[src/rtl/single_fetch_if.sv]
// ============================================================================
//  single_fetch_if
//  Core / instruction-memory signal bundle for the single-cycle fetch unit.
//  Rev 1.0
// ============================================================================
`default_nettype none

interface single_fetch_if #(
  parameter int N = 32,
  parameter int W = 32
);
  logic [N-1:0] pc_in;
  logic         flush;
  logic         mem_req;
  logic [N-1:0] mem_addr;
  logic         mem_ack;
  logic [W-1:0] mem_rdata;
  logic [W-1:0] inst;
  logic         inst_valid;
  logic         stall;
  logic         fetch_err;

  // The fetch unit takes the slave view; core and memory models take master.
  modport slave (
    input  pc_in, flush, mem_ack, mem_rdata,
    output mem_req, mem_addr, inst, inst_valid, stall, fetch_err
  );

  modport master (
    output pc_in, flush, mem_ack, mem_rdata,
    input  mem_req, mem_addr, inst, inst_valid, stall, fetch_err
  );
endinterface

`default_nettype wire

[src/rtl/single_fetch.sv]
// ============================================================================
//  single_fetch
//  Instruction fetch with a one-entry buffer, req/ack memory handshake,
//  miss stall and sticky timeout error.
//  Rev 1.0
// ============================================================================
`default_nettype none

module single_fetch #(
  parameter int N       = 32,
  parameter int W       = 32,
  parameter int TIMEOUT = 16
) (
  input  logic          clk,
  input  logic          rst,
  single_fetch_if.slave bus
);

  localparam logic [1:0]   S_IDLE    = 2'd0;
  localparam logic [1:0]   S_REQ     = 2'd1;
  localparam logic [1:0]   S_ERR     = 2'd2;
  localparam logic [N-1:0] ALL_ONES  = '1;
  localparam logic [7:0]   TCNT_LAST = 8'(TIMEOUT - 1);

  logic [1:0]   state_q,     state_d;
  logic         mem_req_q,   mem_req_d;
  logic [N-1:0] mem_addr_q,  mem_addr_d;
  logic [N-1:0] req_addr_q,  req_addr_d;
  logic [N-1:0] buf_addr_q,  buf_addr_d;
  logic [W-1:0] buf_data_q,  buf_data_d;
  logic         buf_valid_q, buf_valid_d;
  logic [7:0]   tcnt_q,      tcnt_d;
  logic         discard_q,   discard_d;
  logic         fetch_err_q, fetch_err_d;

  logic pc_live;
  logic hit;

  assign pc_live = (bus.pc_in != ALL_ONES);
  assign hit     = buf_valid_q && (buf_addr_q == bus.pc_in) && pc_live;

  assign bus.inst_valid = hit && (state_q != S_ERR);
  assign bus.inst       = bus.inst_valid ? buf_data_q : '0;
  assign bus.stall      = (state_q == S_ERR) || (!hit && pc_live);
  assign bus.mem_req    = mem_req_q;
  assign bus.mem_addr   = mem_addr_q;
  assign bus.fetch_err  = fetch_err_q;

  always_comb begin
    state_d     = state_q;
    mem_req_d   = mem_req_q;
    mem_addr_d  = mem_addr_q;
    req_addr_d  = req_addr_q;
    buf_addr_d  = buf_addr_q;
    buf_data_d  = buf_data_q;
    buf_valid_d = buf_valid_q;
    tcnt_d      = tcnt_q;
    discard_d   = discard_q;
    fetch_err_d = fetch_err_q;

    case (state_q)
      S_IDLE: begin
        if (bus.flush) begin
          buf_valid_d = 1'b0;
        end else if (!hit && pc_live) begin
          req_addr_d = bus.pc_in;
          mem_addr_d = bus.pc_in;
          mem_req_d  = 1'b1;
          tcnt_d     = 8'd0;
          discard_d  = 1'b0;
          state_d    = S_REQ;
        end
      end

      S_REQ: begin
        // A flushed fetch still completes its handshake; only the data is dropped.
        if (bus.flush) begin
          discard_d   = 1'b1;
          buf_valid_d = 1'b0;
        end
        if (bus.mem_ack) begin
          if (!(discard_q || bus.flush)) begin
            buf_data_d  = bus.mem_rdata;
            buf_addr_d  = req_addr_q;
            buf_valid_d = 1'b1;
          end
          mem_req_d = 1'b0;
          state_d   = S_IDLE;
        end else if (tcnt_q == TCNT_LAST) begin
          mem_req_d   = 1'b0;
          fetch_err_d = 1'b1;
          buf_valid_d = 1'b0;
          state_d     = S_ERR;
        end else begin
          tcnt_d = tcnt_q + 8'd1;
        end
      end

      default: begin
        mem_req_d = 1'b0;
      end
    endcase
  end

  always_ff @(posedge clk or posedge rst) begin
    if (rst) begin
      state_q     <= S_IDLE;
      mem_req_q   <= 1'b0;
      mem_addr_q  <= ALL_ONES;
      req_addr_q  <= ALL_ONES;
      buf_addr_q  <= ALL_ONES;
      buf_data_q  <= '0;
      buf_valid_q <= 1'b0;
      tcnt_q      <= 8'd0;
      discard_q   <= 1'b0;
      fetch_err_q <= 1'b0;
    end else begin
      state_q     <= state_d;
      mem_req_q   <= mem_req_d;
      mem_addr_q  <= mem_addr_d;
      req_addr_q  <= req_addr_d;
      buf_addr_q  <= buf_addr_d;
      buf_data_q  <= buf_data_d;
      buf_valid_q <= buf_valid_d;
      tcnt_q      <= tcnt_d;
      discard_q   <= discard_d;
      fetch_err_q <= fetch_err_d;
    end
  end

endmodule

`default_nettype wire

[src/flat_wrapper.sv]
// flat-port wrapper written by rule: the top's interface ports become plain ports
module single_fetch_flat 
#(
  parameter int N       = 32,
  parameter int W       = 32,
  parameter int TIMEOUT = 16
)
  (clk, rst, bus_pc_in, bus_flush, bus_mem_ack, bus_mem_rdata, bus_mem_req, bus_mem_addr, bus_inst, bus_inst_valid, bus_stall, bus_fetch_err);
  single_fetch_if #(.N(N), .W(W)) bus_i ();
  input  logic clk;
  input  logic rst;
  input wire logic [$bits(bus_i.pc_in)-1:0] bus_pc_in;
  input wire logic [$bits(bus_i.flush)-1:0] bus_flush;
  input wire logic [$bits(bus_i.mem_ack)-1:0] bus_mem_ack;
  input wire logic [$bits(bus_i.mem_rdata)-1:0] bus_mem_rdata;
  output wire logic [$bits(bus_i.mem_req)-1:0] bus_mem_req;
  output wire logic [$bits(bus_i.mem_addr)-1:0] bus_mem_addr;
  output wire logic [$bits(bus_i.inst)-1:0] bus_inst;
  output wire logic [$bits(bus_i.inst_valid)-1:0] bus_inst_valid;
  output wire logic [$bits(bus_i.stall)-1:0] bus_stall;
  output wire logic [$bits(bus_i.fetch_err)-1:0] bus_fetch_err;
  assign bus_i.pc_in = bus_pc_in;
  assign bus_i.flush = bus_flush;
  assign bus_i.mem_ack = bus_mem_ack;
  assign bus_i.mem_rdata = bus_mem_rdata;
  assign bus_mem_req = bus_i.mem_req;
  assign bus_mem_addr = bus_i.mem_addr;
  assign bus_inst = bus_i.inst;
  assign bus_inst_valid = bus_i.inst_valid;
  assign bus_stall = bus_i.stall;
  assign bus_fetch_err = bus_i.fetch_err;
  single_fetch #(.N(N), .W(W), .TIMEOUT(TIMEOUT)) u_core (.clk(clk), .rst(rst), .bus(bus_i));
endmodule
[config.mk]
export PLATFORM = sky130hd
export DESIGN_NAME = single_fetch_flat
export DESIGN_NICKNAME = d
export VERILOG_FILES = /design/src/rtl/single_fetch_if.sv /design/src/rtl/single_fetch.sv /design/src/flat_wrapper.sv
export SDC_FILE = /design/constraint.sdc
export NUM_CORES = 1
export LEC_CHECK = 0
export CAP_MARGIN = 40
export CORE_ASPECT_RATIO = 1.25
export CORE_UTILIZATION = 52
export DETAILED_ROUTE_END_ITERATION = 10
export PLACE_DENSITY = 0.88
export SLEW_MARGIN = 20
export SYNTH_ARGS = -nofsm -noshare
export SYNTH_HDL_FRONTEND = slang
export SYNTH_SLANG_ARGS = --single-unit
export TNS_END_PERCENT = 5
[constraint.sdc]
create_clock -name clk -period 9.55 [get_ports clk]
set_clock_uncertainty 0.05 [all_clocks]
set_input_delay 2.865 -clock clk [delete_from_list [all_inputs] [get_ports clk]]
set_output_delay 2.865 -clock clk [all_outputs]
set_load 0.005 [all_outputs]
* Yosys cells after proc, flatten, opt, wreduce, memory -nomap -nowiden
Index checks and enable logic that the tools add are counted.
** Operators by class
- $add $sub $neg :: 1
- Bitwise logic cells :: 3
- Eq/ne operators :: 12
- Reductions and logical operators :: 16
- Muxes and demuxes :: 25
** Operators by type and width (count)
- == test 32 bit :: 1
- 2-to-1 mux 32 bit :: 1
- 2-to-1 mux 8 bit :: 4
- != test 32 bit, second input constant :: 1
- one-hot mux 8 bit (2 select lines) :: 1
- AND reduction 3 bit :: 4
- 2-to-1 mux 1 bit :: 11
- != test 2 bit, second input constant :: 5
- adder 8 x 1 -> 8 bit, second input constant :: 1
- == test 8 x 4 -> 1 bit, second input constant :: 1
- 2-to-1 mux 2 bit :: 4
- AND reduction 4 bit :: 2
- one-hot mux 1 bit (2 select lines) :: 3
- AND reduction 5 bit :: 1
- logical AND 1 bit :: 4
- one-hot mux 2 bit (2 select lines) :: 1
- != test 3 x 2 -> 1 bit, second input constant :: 1
- NOT 1 bit :: 3
- == test 2 x 1 -> 1 bit, second input constant :: 1
- == test 2 bit, second input constant :: 1
- logical NOT 2 bit :: 1
- logical OR 1 bit :: 2
- != test 2 x 1 -> 1 bit, second input constant :: 1
- nonzero test 2 bit :: 1
- logical NOT 1 bit :: 1
** Word-level totals
- Logic and storage cells :: 66
- Input bits :: 68
- Bits in registers :: 110
- Output and inout port bits :: 68

* Longest topological paths before layout
Gate-level depths: netlist of the first run.
- Depth in word-level cells :: 8
- Depth in mapped cells :: 7
- Gate-level depth less buffers :: 7

* Least setup slack after synthesis of the first run
No wires, ideal clock.
- Path kind :: in2out
- Start :: input bus_pc_in[19]
- End :: output bus_inst[22]
- Required time :: 6635 ps
- Path buffers :: 1
- Arrival time :: 4228 ps
- Cell stages on the path :: 7
- Path slack :: 2407 ps
- Cell sequence :: xor2_1 -> nor4_1 -> nand4_1 -> nor3_1 -> and3_1 -> clkbuf_1 -> and2_1
** On the way
- Word-level cells in the longest chain between the ends :: 5
- Elaborated cells on any way between the ends :: 6
- Classes of those cells :: 2 x eq/ne; 1 x mux; 3 x reduce/logical
** RTL lines
- from (decl) :: line flat_wrapper.sv:12 : input wire logic [$bits(bus_i.pc_in)-1:0] bus_pc_in;
- == test 32 bit :: line single_fetch.sv:40 : assign hit = buf_valid_q && (buf_addr_q == bus.pc_in) && pc_live;
- logical AND 1 bit :: line single_fetch.sv:40
- logical AND 1 bit (*) :: line single_fetch.sv:40
- logical AND 1 bit (*) :: line single_fetch.sv:42 : assign bus.inst_valid = hit && (state_q != S_ERR);
- via bus_inst_valid :: line flat_wrapper.sv:19 : output wire logic [$bits(bus_i.inst_valid)-1:0] bus_inst_valid;
- 2-to-1 mux 32 bit (*) :: line single_fetch.sv:43 : assign bus.inst = bus.inst_valid ? buf_data_q : '0;
- to (decl) :: line flat_wrapper.sv:18 : output wire logic [$bits(bus_i.inst)-1:0] bus_inst;
Mark *: on every way through the listed nets, which the timed path passes. The rest lies on a longest branch.

* Worst setup path in the final report of the first run
- Start :: input bus_pc_in[9]
- End :: output bus_inst[8]
** On the way
- Word-level cells in the longest chain between the ends :: 5
- Elaborated cells on any way between the ends :: 6
- Classes of those cells :: 2 x eq/ne; 1 x mux; 3 x reduce/logical
** RTL lines (line)
- == test 32 bit :: single_fetch.sv:40
- logical AND 1 bit :: single_fetch.sv:40
- logical AND 1 bit (*) :: single_fetch.sv:40
- logical AND 1 bit (*) :: single_fetch.sv:42
- 2-to-1 mux 32 bit (*) :: single_fetch.sv:43
Mark *: on every way between the ends. The rest lies on a longest branch, timed or not.

==> flow_summary_export.csv, run 1 <==
group,metric,value,unit
outcome,outcome,"completed",
final_layout,final_cells,638,
worst_setup_path,slowest_stage,"clkdlybuf4s50_1",
worst_setup_path,endpoint,"bus_inst[8]",
worst_hold_path,min_path_type,"register to register",
pwr,powerDensity,139,nW/µm²
worst_setup_path,cpMostUsedCell,"clkdlybuf4s50_1",
worst_setup_path,worstPathCellList,"clkdlybuf4s50_1 > xor2_1 > nor4_1 > nand4_1 > nor3_1 > and3_1 > buf_4 > and2_1 > clkdlybuf4s50_1",
worst_setup_path,r2r-end,"u_core.bus.mem_addr[15]",
synthesis,syn_area,5110,µm²
die,floorplan.initialDensity,0.534,
cts,cts_num_sinks,110,
grt,antenna_found_initial,0,
placement,dpl_cell_area,6600,µm²
route,vias,3450,
synthesis,synth.distinct_cells,37,
placement,pre_cts_slack,1.09,ns
timing,fmax,117,MHz
die,core,9560,µm²
die,die_x,90.7,µm
timing,tightest_slew,0.803,ns
synthesis,postSynthCellCount,370,
cts,cts_root_buffer,"clkbuf_16",
worst_setup_path,rrSetupSlack,6.57,ns
synthesis,synth-xor-area-share,0.0549,
worst_setup_path,crit_start,"bus_pc_in[9]",
placement,gp_congestion,0.763,
cts,postCtsSetupBuffers,0,
synthesis,ys_seq_area_frac,0.554,
final_layout,final-seq-area,2830,µm²
die,dieArea,10200,µm²
route,route.detailed.drc,0,
route,via_per_inst,5.41,
final_layout,final_common_cell,"clkdlybuf4s50_1",
final_layout,syn_to_final_growth,35.3,%
route,dr.pass1.iters,8,
placement,place_hpwl,8430,µm
placement,port_buffers,135,
cts,h-tree-depth,3,
synthesis,synth_mux_area_frac,0.235,
final_layout,fin_area,6910,µm²
cts,cts_inserted_buffers,9,
route,ant_nets,0,
synthesis,yosys.area.top_type_share,0.329,
final_layout,drive_above_1_share,0.363,
route,drtIter0Drc,130,
final_layout,final_core_util,0.723,
synthesis,mappedNetlistNets,439,
synthesis,synth_edf_count,0,
worst_setup_path,worstSetupPathType,"input pin to output pin",
grt,grt_remaining_overflow,0,
route,routed_wl,11700,µm
grt,grt_pass1_vias,3691,
cts,postCtsResizedCells,0,
worst_setup_path,crit_path_max_fanout,33,
die,io-pin-count,136,
worst_setup_path,required,6.64,ns
timing,fin_ws,1.03,ns
pwr,power_leakage,2.99,nW
timing,fin_setup_tns,0,ns
final_layout,multi_input_area,2180,µm²
grt,grt_pass1_wl,18500,µm
timing,grt_setup_unrepaired,"no",
synthesis,async_reset_ff_frac,1.00,
placement,dp.cells,622,
synthesis,synthAdderAreaFrac,0.00245,
pwr,irDropWorstVdd,0.101,mV
worst_setup_path,r2r_cells,7,
cts,clockBufferDepth,2,
grt,grt_max_degree,43,
timing,setup_viol,0,
final_layout,fill_cells,617,
cts,clk_pin_slew,0.07,ns
timing,final_hold_viol_count,0,
flow_run,maxCapViolCount,0,
worst_setup_path,start_kind,"input pin",
synthesis,synth_seq_cells,110,
pwr,power,0.957,mW
synthesis,yosys_warnings,0,
cts,cts_hold_buf,0,
worst_setup_path,worstSetupEndpointType,"output pin",
final_layout,nNetsFinal,576,
final_layout,antennaDiodeCount,0,
synthesis,synth_area_leaders,"dfstp_2 33%, dfrtp_1 23%, mux2_2 15%",
timing,period_share,0.892,
timing,period_minus_slack,8.52,ns
synthesis,synth_compound_area_frac,0.0340,
synthesis,synth-simple-area-share,0.0997,
final_layout,layout_common_cells,"135 x clkdlybuf4s50_1, 69 x mux2_2, 64 x dfstp_2, 46 x dfrtp_1, 33 x and2_1",
grt,grt_use_total,0.234,
synthesis,synth_top_family_by_area,"multiplexers",
synthesis,synth_top_area_cell,"dfstp_2",
synthesis,synth-main-ff-cell,"dfstp_2",
cts,clkLatencyLatePin,0.34,ns
timing,maxSlewHeadroom,0.464,
die,std_cell_rows,40,
cts,cts_tree,"built",
route,post_drt_wl_per_cell,18.3,µm
timing,hold_slack,0.432,ns
timing,maxSlewViolCount,0,
worst_setup_path,crit_arrival,5.60,ns
synthesis,syn_area_per_cell,13.8,µm²
die,die_h,113,µm
worst_setup_path,critPathMaxStageDelay,0.53,ns
worst_setup_path,rr_startpoint,"u_core.buf_addr_q[28]",
state kept, by name, summed over array words and instances, names as in the netlist:
register	cells
u_core.buf_addr_q	32
u_core.buf_data_q	32
u_core.bus.mem_addr	32
u_core.tcnt_q	8
u_core.state_q	2
u_core.buf_valid_q	1
u_core.bus.fetch_err	1
u_core.bus.mem_req	1
u_core.discard_q	1
per-layer routing:
layer / GRT usage / wire length, µm / up-vias
li1: - / - / 1573
met1: 0.277 / 4670 / 1751
met2: 0.422 / 6190 / 111
met3: 0.0403 / 614 / 15
met4: 0.0946 / 227 / 0
met5: 0 / 0 / -
layout make-up:
class                      count  share of cell area
multi-input combinational    242               0.316
clock inverter                 6              0.0125
timing repair buffer         141               0.204
clock buffer                  10              0.0331
sequential                   110               0.410
tap                          126              0.0228
inverter                       3             0.00199
report_power, final:
group	total (mW)	internal, mW	switching [mW]	leakage [nW]
Clock	0.392	0.229	0.162	0.152
Sequential	0.486	0.479	0.00683	1.30
Combinational	0.0793	0.0493	0.0300	1.54
worst max-delay path: cells and delay by family:
kind / cells / cell delay [ns]
and+or+nand+nor: 5 / 1.21
buffers and inverters: 3 / 1.31
xor gates and xnor gates: 1 / 0.21
cells in the mapped netlist, types with 2 or more instances:
library cell / number
mux2_2: 69
dfstp_2: 64
dfrtp_1: 46
and2_1: 33
xor2_1: 31
mux2_4: 27
nand4_1: 9
nor4_1: 9
nand2_1: 8
a21o_1: 6
buf_2: 6
clkbuf_1: 6
nor3_1: 6
a22o_1: 5
nand3_1: 5
o21ai_0: 5
nor2_1: 4
and3_1: 3
buf_6: 3
inv_1: 3
a21oi_1: 2
mux2i_1: 2
nand2b_1: 2
o21ai_1: 2
or2_2: 2
worst min-delay path by stage:
stage	cells past startpoint	start	end
6_report	1	u_core.bus.fetch_err	u_core.bus.fetch_err
4_1_cts	1	u_core.bus.fetch_err	u_core.bus.fetch_err
3_5_place_dp	1	u_core.bus.fetch_err	u_core.bus.fetch_err
2_1_floorplan	1	u_core.buf_valid_q	u_core.buf_valid_q
3_3_place_gp	1	u_core.bus.fetch_err	u_core.bus.fetch_err
5_1_grt	1	u_core.bus.fetch_err	u_core.bus.fetch_err
cell families (layout without fill, tap and decap cells):
logic type / Yosys count / after routing
AOI/OAI and AO/OA: 25 / 25
xor gates and xnor gates: 32 / 32
adders and majority gates: 1 / 1
buffers and inverters: 18 / 160
DFF: 110 / 110
muxes: 98 / 98
and+or+nand+nor: 86 / 86
(Power assumes the default switching activity.)
==> inputs of run 2 (changes only) <==
Settings changed: CORE_UTILIZATION 52 to 44, PLACE_DENSITY 0.88 to 0.8.
Clock period 9.55 ns to 7 ns, I/O delays scaled along.
==> flow_summary_export.csv, run 2 (synthesis results as in run 1) <==
group,metric,value,unit
die,std_cell_rows,43,
route,highest_layer,"met4",
grt,grt_max_degree,66,
die,dieArea,12000,µm²
placement,place_hpwl,8640,µm
timing,setup_viol,0,
worst_setup_path,start_kind,"input pin",
worst_setup_path,worstPathCellList,"clkdlybuf4s50_1 > xor2_1 > nor4_2 > buf_4 > nand4_1 > nor3_2 > and3_4 > buf_12 > and2_1 > clkdlybuf4s50_1",
worst_hold_path,min_from,"u_core.buf_valid_q",
final_layout,final_common_cell,"clkdlybuf4s50_1",
worst_setup_path,cpMostUsedCell,"clkdlybuf4s50_1",
pwr,power_leakage,3.02,nW
final_layout,final_cells,650,
cts,cts_tree,"built",
route,route.detailed.drc,4,
worst_setup_path,path_delay_family,"buffers and inverters",
cts,cts_inserted_buffers,9,
final_layout,fin_area,7000,µm²
grt,grt_pass1_wl,19600,µm
die,io-pin-count,136,
timing,period_share,0.980,
cts,cts_num_sinks,110,
timing,tightest_slew,0.608,ns
final_layout,final_core_util,0.625,
placement,port_buffers,135,
cts,clk_pin_slew,0.07,ns
route,wl_met3,919,µm
timing,fin_setup_tns,0,ns
route,ant_nets,0,
cts,clockBufferDepth,2,
worst_setup_path,r2r-end,"u_core.bus.mem_addr[28]",
timing,maxSlewViolCount,0,
timing,final_hold_viol_count,0,
worst_hold_path,holdPathEnd,"u_core.buf_valid_q",
grt,grt_use_total,0.214,
worst_setup_path,worstSetupEndpointType,"output pin",
route,vias,3437,
cts,h-tree-depth,3,
final_layout,syn_to_final_growth,37.0,%
cts,cts_hold_buf,0,
die,core,11200,µm²
die,die_x,98.4,µm
final_layout,fill_cells,894,
worst_setup_path,rr_startpoint,"u_core.buf_addr_q[19]",
timing,fin_ws,0.143,ns
route,drtIter0Drc,147,
worst_setup_path,crit_arrival,4.71,ns
worst_setup_path,crit_path_max_fanout,33,
placement,gp_congestion,0.831,
timing,hold_slack,0.433,ns
worst_setup_path,r2r_cells,9,
cts,cts_root_buffer,"clkbuf_16",
placement,dpl_cell_area,6650,µm²
worst_setup_path,required,4.85,ns
placement,dp.cells,633,
worst_setup_path,rrSetupSlack,3.96,ns
route,post_drt_wl_per_cell,18.6,µm
timing,maxSlewHeadroom,0.591,
outcome,violations,"design-rule violations",
grt,grt_remaining_overflow,0,
final_layout,layout_common_cells,"135 x clkdlybuf4s50_1, 69 x mux2_2, 64 x dfstp_2, 46 x dfrtp_1, 33 x and2_1",
route,wl_met1,5060,µm
final_layout,antennaDiodeCount,0,
worst_setup_path,critPathMaxStageDelay,0.51,ns
die,die_h,122,µm
route,via_per_inst,5.29,
worst_setup_path,cp_num_buf_inv,4,
route,routed_wl,12100,µm
route,dr.pass1.iters,9,
timing,grt_setup_unrepaired,"no",
cts,clkLatencyLatePin,0.35,ns
worst_setup_path,slowest_stage,"clkdlybuf4s50_1",
timing,period_minus_slack,6.86,ns
timing,fmax,146,MHz
placement,pre_cts_slack,0.0636,ns
final_layout,drive_above_1_share,0.377,
final_layout,nNetsFinal,579,
outcome,outcome,"complete, but fails checks",
worst_setup_path,worstSetupPathType,"input pin to output pin",
worst_hold_path,min_path_type,"register to register",
grt,antenna_found_initial,0,
pwr,irDropWorstVdd,0.136,mV
die,floorplan.initialDensity,0.457,
grt,grt_pass1_vias,3663,
worst_hold_path,worst_hold_path.num_cells,1,
flow_run,maxCapViolCount,0,
pwr,powerDensity,186,nW/µm²
route,wl_met2,5850,µm
pwr,power,1.30,mW
## run 2: worst max path at each step
stage                  start            to  slack (ns)  cells past startpoint
4_1_cts        bus_pc_in[19]  bus_inst[30]        0.03                     10
3_3_place_gp   bus_pc_in[19]  bus_inst[26]        0.03                     10
5_1_grt        bus_pc_in[19]   bus_inst[8]        0.01                     10
2_1_floorplan  bus_pc_in[19]  bus_inst[22]        1.39                      7
3_5_place_dp   bus_pc_in[19]   bus_inst[3]        0.06                     10
6_report       bus_pc_in[19]  bus_inst[30]        0.14                     10
## run 2: final cells by class
cell class / instances / area, µm² / area share
flip-flops and latches: 110 / 2830 / 0.405
multi-input cells: 242 / 2210 / 0.315
repair buffers: 144 / 1470 / 0.210
clock buffers: 11 / 253 / 0.0361
well taps: 135 / 169 / 0.0241
clock inverters: 5 / 57.6 / 0.00822
inverters: 3 / 13.8 / 0.00197
## run 2: report_power, final
group          switching [mW]  internal, mW
clock network           0.229         0.297
logic                  0.0423        0.0681
registers             0.00946         0.654
total                   0.281          1.02
## run 2: routing by layer
layer,vias to the layer above,track usage
met2,128,0.345
met5,-,0
met3,15,0.0809
li1,1578,-
met4,0,0.0746
met1,1716,0.266
## run 2: what timing repair did
item                                    CTS  global route
endpoints found under the setup margin    0            32
resized for setup                         0             4
buffers inserted                          0             0
==> inputs of run 3 (changes only) <==
Settings changed: RECOVER_POWER set to 50.
==> flow_summary_export.csv, run 3 (synthesis results as in run 1) <==
group,metric,value,unit
outcome,outcome,"complete, but fails checks",
outcome,violations,"design-rule violations, max-capacitance violations, max-slew violations",
timing,fin_ws,0.123,ns
final_layout,syn_to_final_growth,36.0,%
flow_run,maxCapViolCount,3,
worst_setup_path,rrSetupSlack,2.63,ns
timing,maxSlewViolCount,138,
die,dieArea,12000,µm²
final_layout,fin_area,6950,µm²
timing,final_hold_viol_count,0,
worst_hold_path,holdPathEnd,"u_core.buf_valid_q",
placement,dpl_cell_area,6650,µm²
final_layout,final_core_util,0.621,
die,die_x,98.4,µm
pwr,powerDensity,187,nW/µm²
cts,cts_tree,"built",
route,routed_wl,12100,µm
final_layout,drive_above_1_share,0.359,
die,floorplan.initialDensity,0.457,
die,std_cell_rows,43,
pwr,irDropWorstVdd,0.135,mV
grt,grt_use_total,0.214,
cts,h-tree-depth,3,
placement,port_buffers,135,
pwr,power_leakage,3.01,nW
die,io-pin-count,136,
grt,grt_remaining_overflow,0,
worst_setup_path,start_kind,"input pin",
timing,tightest_slew,2.70,ns
placement,gp_congestion,0.831,
cts,cts_hold_buf,0,
pwr,power,1.30,mW
timing,maxSlewHeadroom,-0.799,
worst_setup_path,rr_startpoint,"u_core.state_q[0]",
timing,setup_viol,0,
timing,hold_slack,0.434,ns
timing,fmax,145,MHz
cts,clkLatencyLatePin,0.35,ns
worst_setup_path,crit_arrival,4.73,ns
worst_hold_path,min_path_type,"register to register",
grt,grt_max_degree,66,
route,post_drt_wl_per_cell,18.6,µm
route,route.detailed.drc,3,
cts,cts_inserted_buffers,9,
worst_setup_path,r2r-end,"u_core.buf_data_q[7]",
timing,grt_setup_unrepaired,"no",
timing,period_minus_slack,6.88,ns
final_layout,layout_common_cells,"125 x clkdlybuf4s50_1, 68 x mux2_2, 61 x dfstp_2, 46 x dfrtp_1, 33 x and2_1",
worst_hold_path,min_from,"u_core.buf_valid_q",
placement,pre_cts_slack,0.0636,ns
worst_setup_path,required,4.85,ns
route,via_per_inst,5.29,
worst_setup_path,r2r_cells,5,
worst_setup_path,crit_path_max_fanout,33,
route,vias,3438,
worst_setup_path,worstSetupPathType,"input pin to output pin",
final_layout,antennaDiodeCount,0,
grt,grt_pass1_vias,3663,
timing,period_share,0.982,
route,ant_nets,0,
grt,antenna_found_initial,0,
cts,cts_num_sinks,110,
placement,dp.cells,633,
cts,cts_root_buffer,"clkbuf_16",
die,die_h,122,µm
route,dr.pass1.iters,10,
die,core,11200,µm²
route,drtIter0Drc,150,
cts,clockBufferDepth,2,
worst_hold_path,worst_hold_path.num_cells,1,
grt,grt_pass1_wl,19600,µm
final_layout,nNetsFinal,579,
final_layout,final_common_cell,"clkdlybuf4s50_1",
cts,postCtsSetupBuffers,0,
timing,fin_setup_tns,0,ns
worst_setup_path,worstSetupEndpointType,"output pin",
final_layout,final_cells,650,
placement,place_hpwl,8640,µm
cts,clk_pin_slew,0.07,ns
==> run 3: cell types whose count changed in the layout (fill, tap and decap cells not counted) <==
cell and change:
clkdlybuf4s50_1 -10, dfstp_1 +3, inv_4 -1, mux2_1 +1
buf_4 -2, clkbuf_1 +4, buf_16 -1, nor3_2 -1
mux2_2 -1, clkinvlp_2 +1, dlygate4sd3_1 +10, nor3_1 +1
buf_12 -1, dfstp_2 -3
==> run 3: worst max path at each step <==
stage / from / endpoint / cells past startpoint / slack, ns
2_1_floorplan: bus_pc_in[19] / bus_inst[22] / 7 / 1.39
3_5_place_dp: bus_pc_in[19] / bus_inst[3] / 10 / 0.06
6_report: bus_pc_in[19] / bus_inst[30] / 10 / 0.12
3_3_place_gp: bus_pc_in[19] / bus_inst[26] / 10 / 0.03
5_1_grt: bus_pc_in[19] / bus_inst[8] / 10 / 0.01
4_1_cts: bus_pc_in[19] / bus_inst[30] / 10 / 0.03
==> run 3: layout make-up <==
type / instances / area (µm²)
multi-input cells: 242 / 2200
clock inverters: 5 / 57.6
repair buffers: 144 / 1420
clock buffers: 11 / 253
fillers: 903 / 4250
flip-flops and latches: 110 / 2830
well taps: 135 / 169
inverters: 3 / 12.5
==> run 3: repair_timing <==
item                       CTS  global route
setup endpoints to repair    0            32
hold endpoints to repair     0             0
gates resized for setup      0             4
==> run 3: power by group <==
group          internal (mW)  switching [mW]  leakage [nW]
Sequential             0.653         0.00944          1.30
Combinational         0.0653          0.0418          1.55
Clock                  0.297           0.229         0.155
==> run 3: worst max-delay path, cell delays in order <==
cell,delay [ns]
clkdlybuf4s50_1,0.47
xor2_1,0.22
nor4_2,0.34
buf_4,0.17
nand4_1,0.13
nor3_2,0.23
and3_4,0.23
buf_12,0.16
and2_1,0.14
clkdlybuf4s50_1,0.51
==> run 3: layer usage <==
layer	vias up	global-route usage	wire length [µm]
li1	1576	-	-
met1	1723	0.266	5080
met2	124	0.345	5860
met3	15	0.0809	912
met4	0	0.0746	240
met5	-	0	0
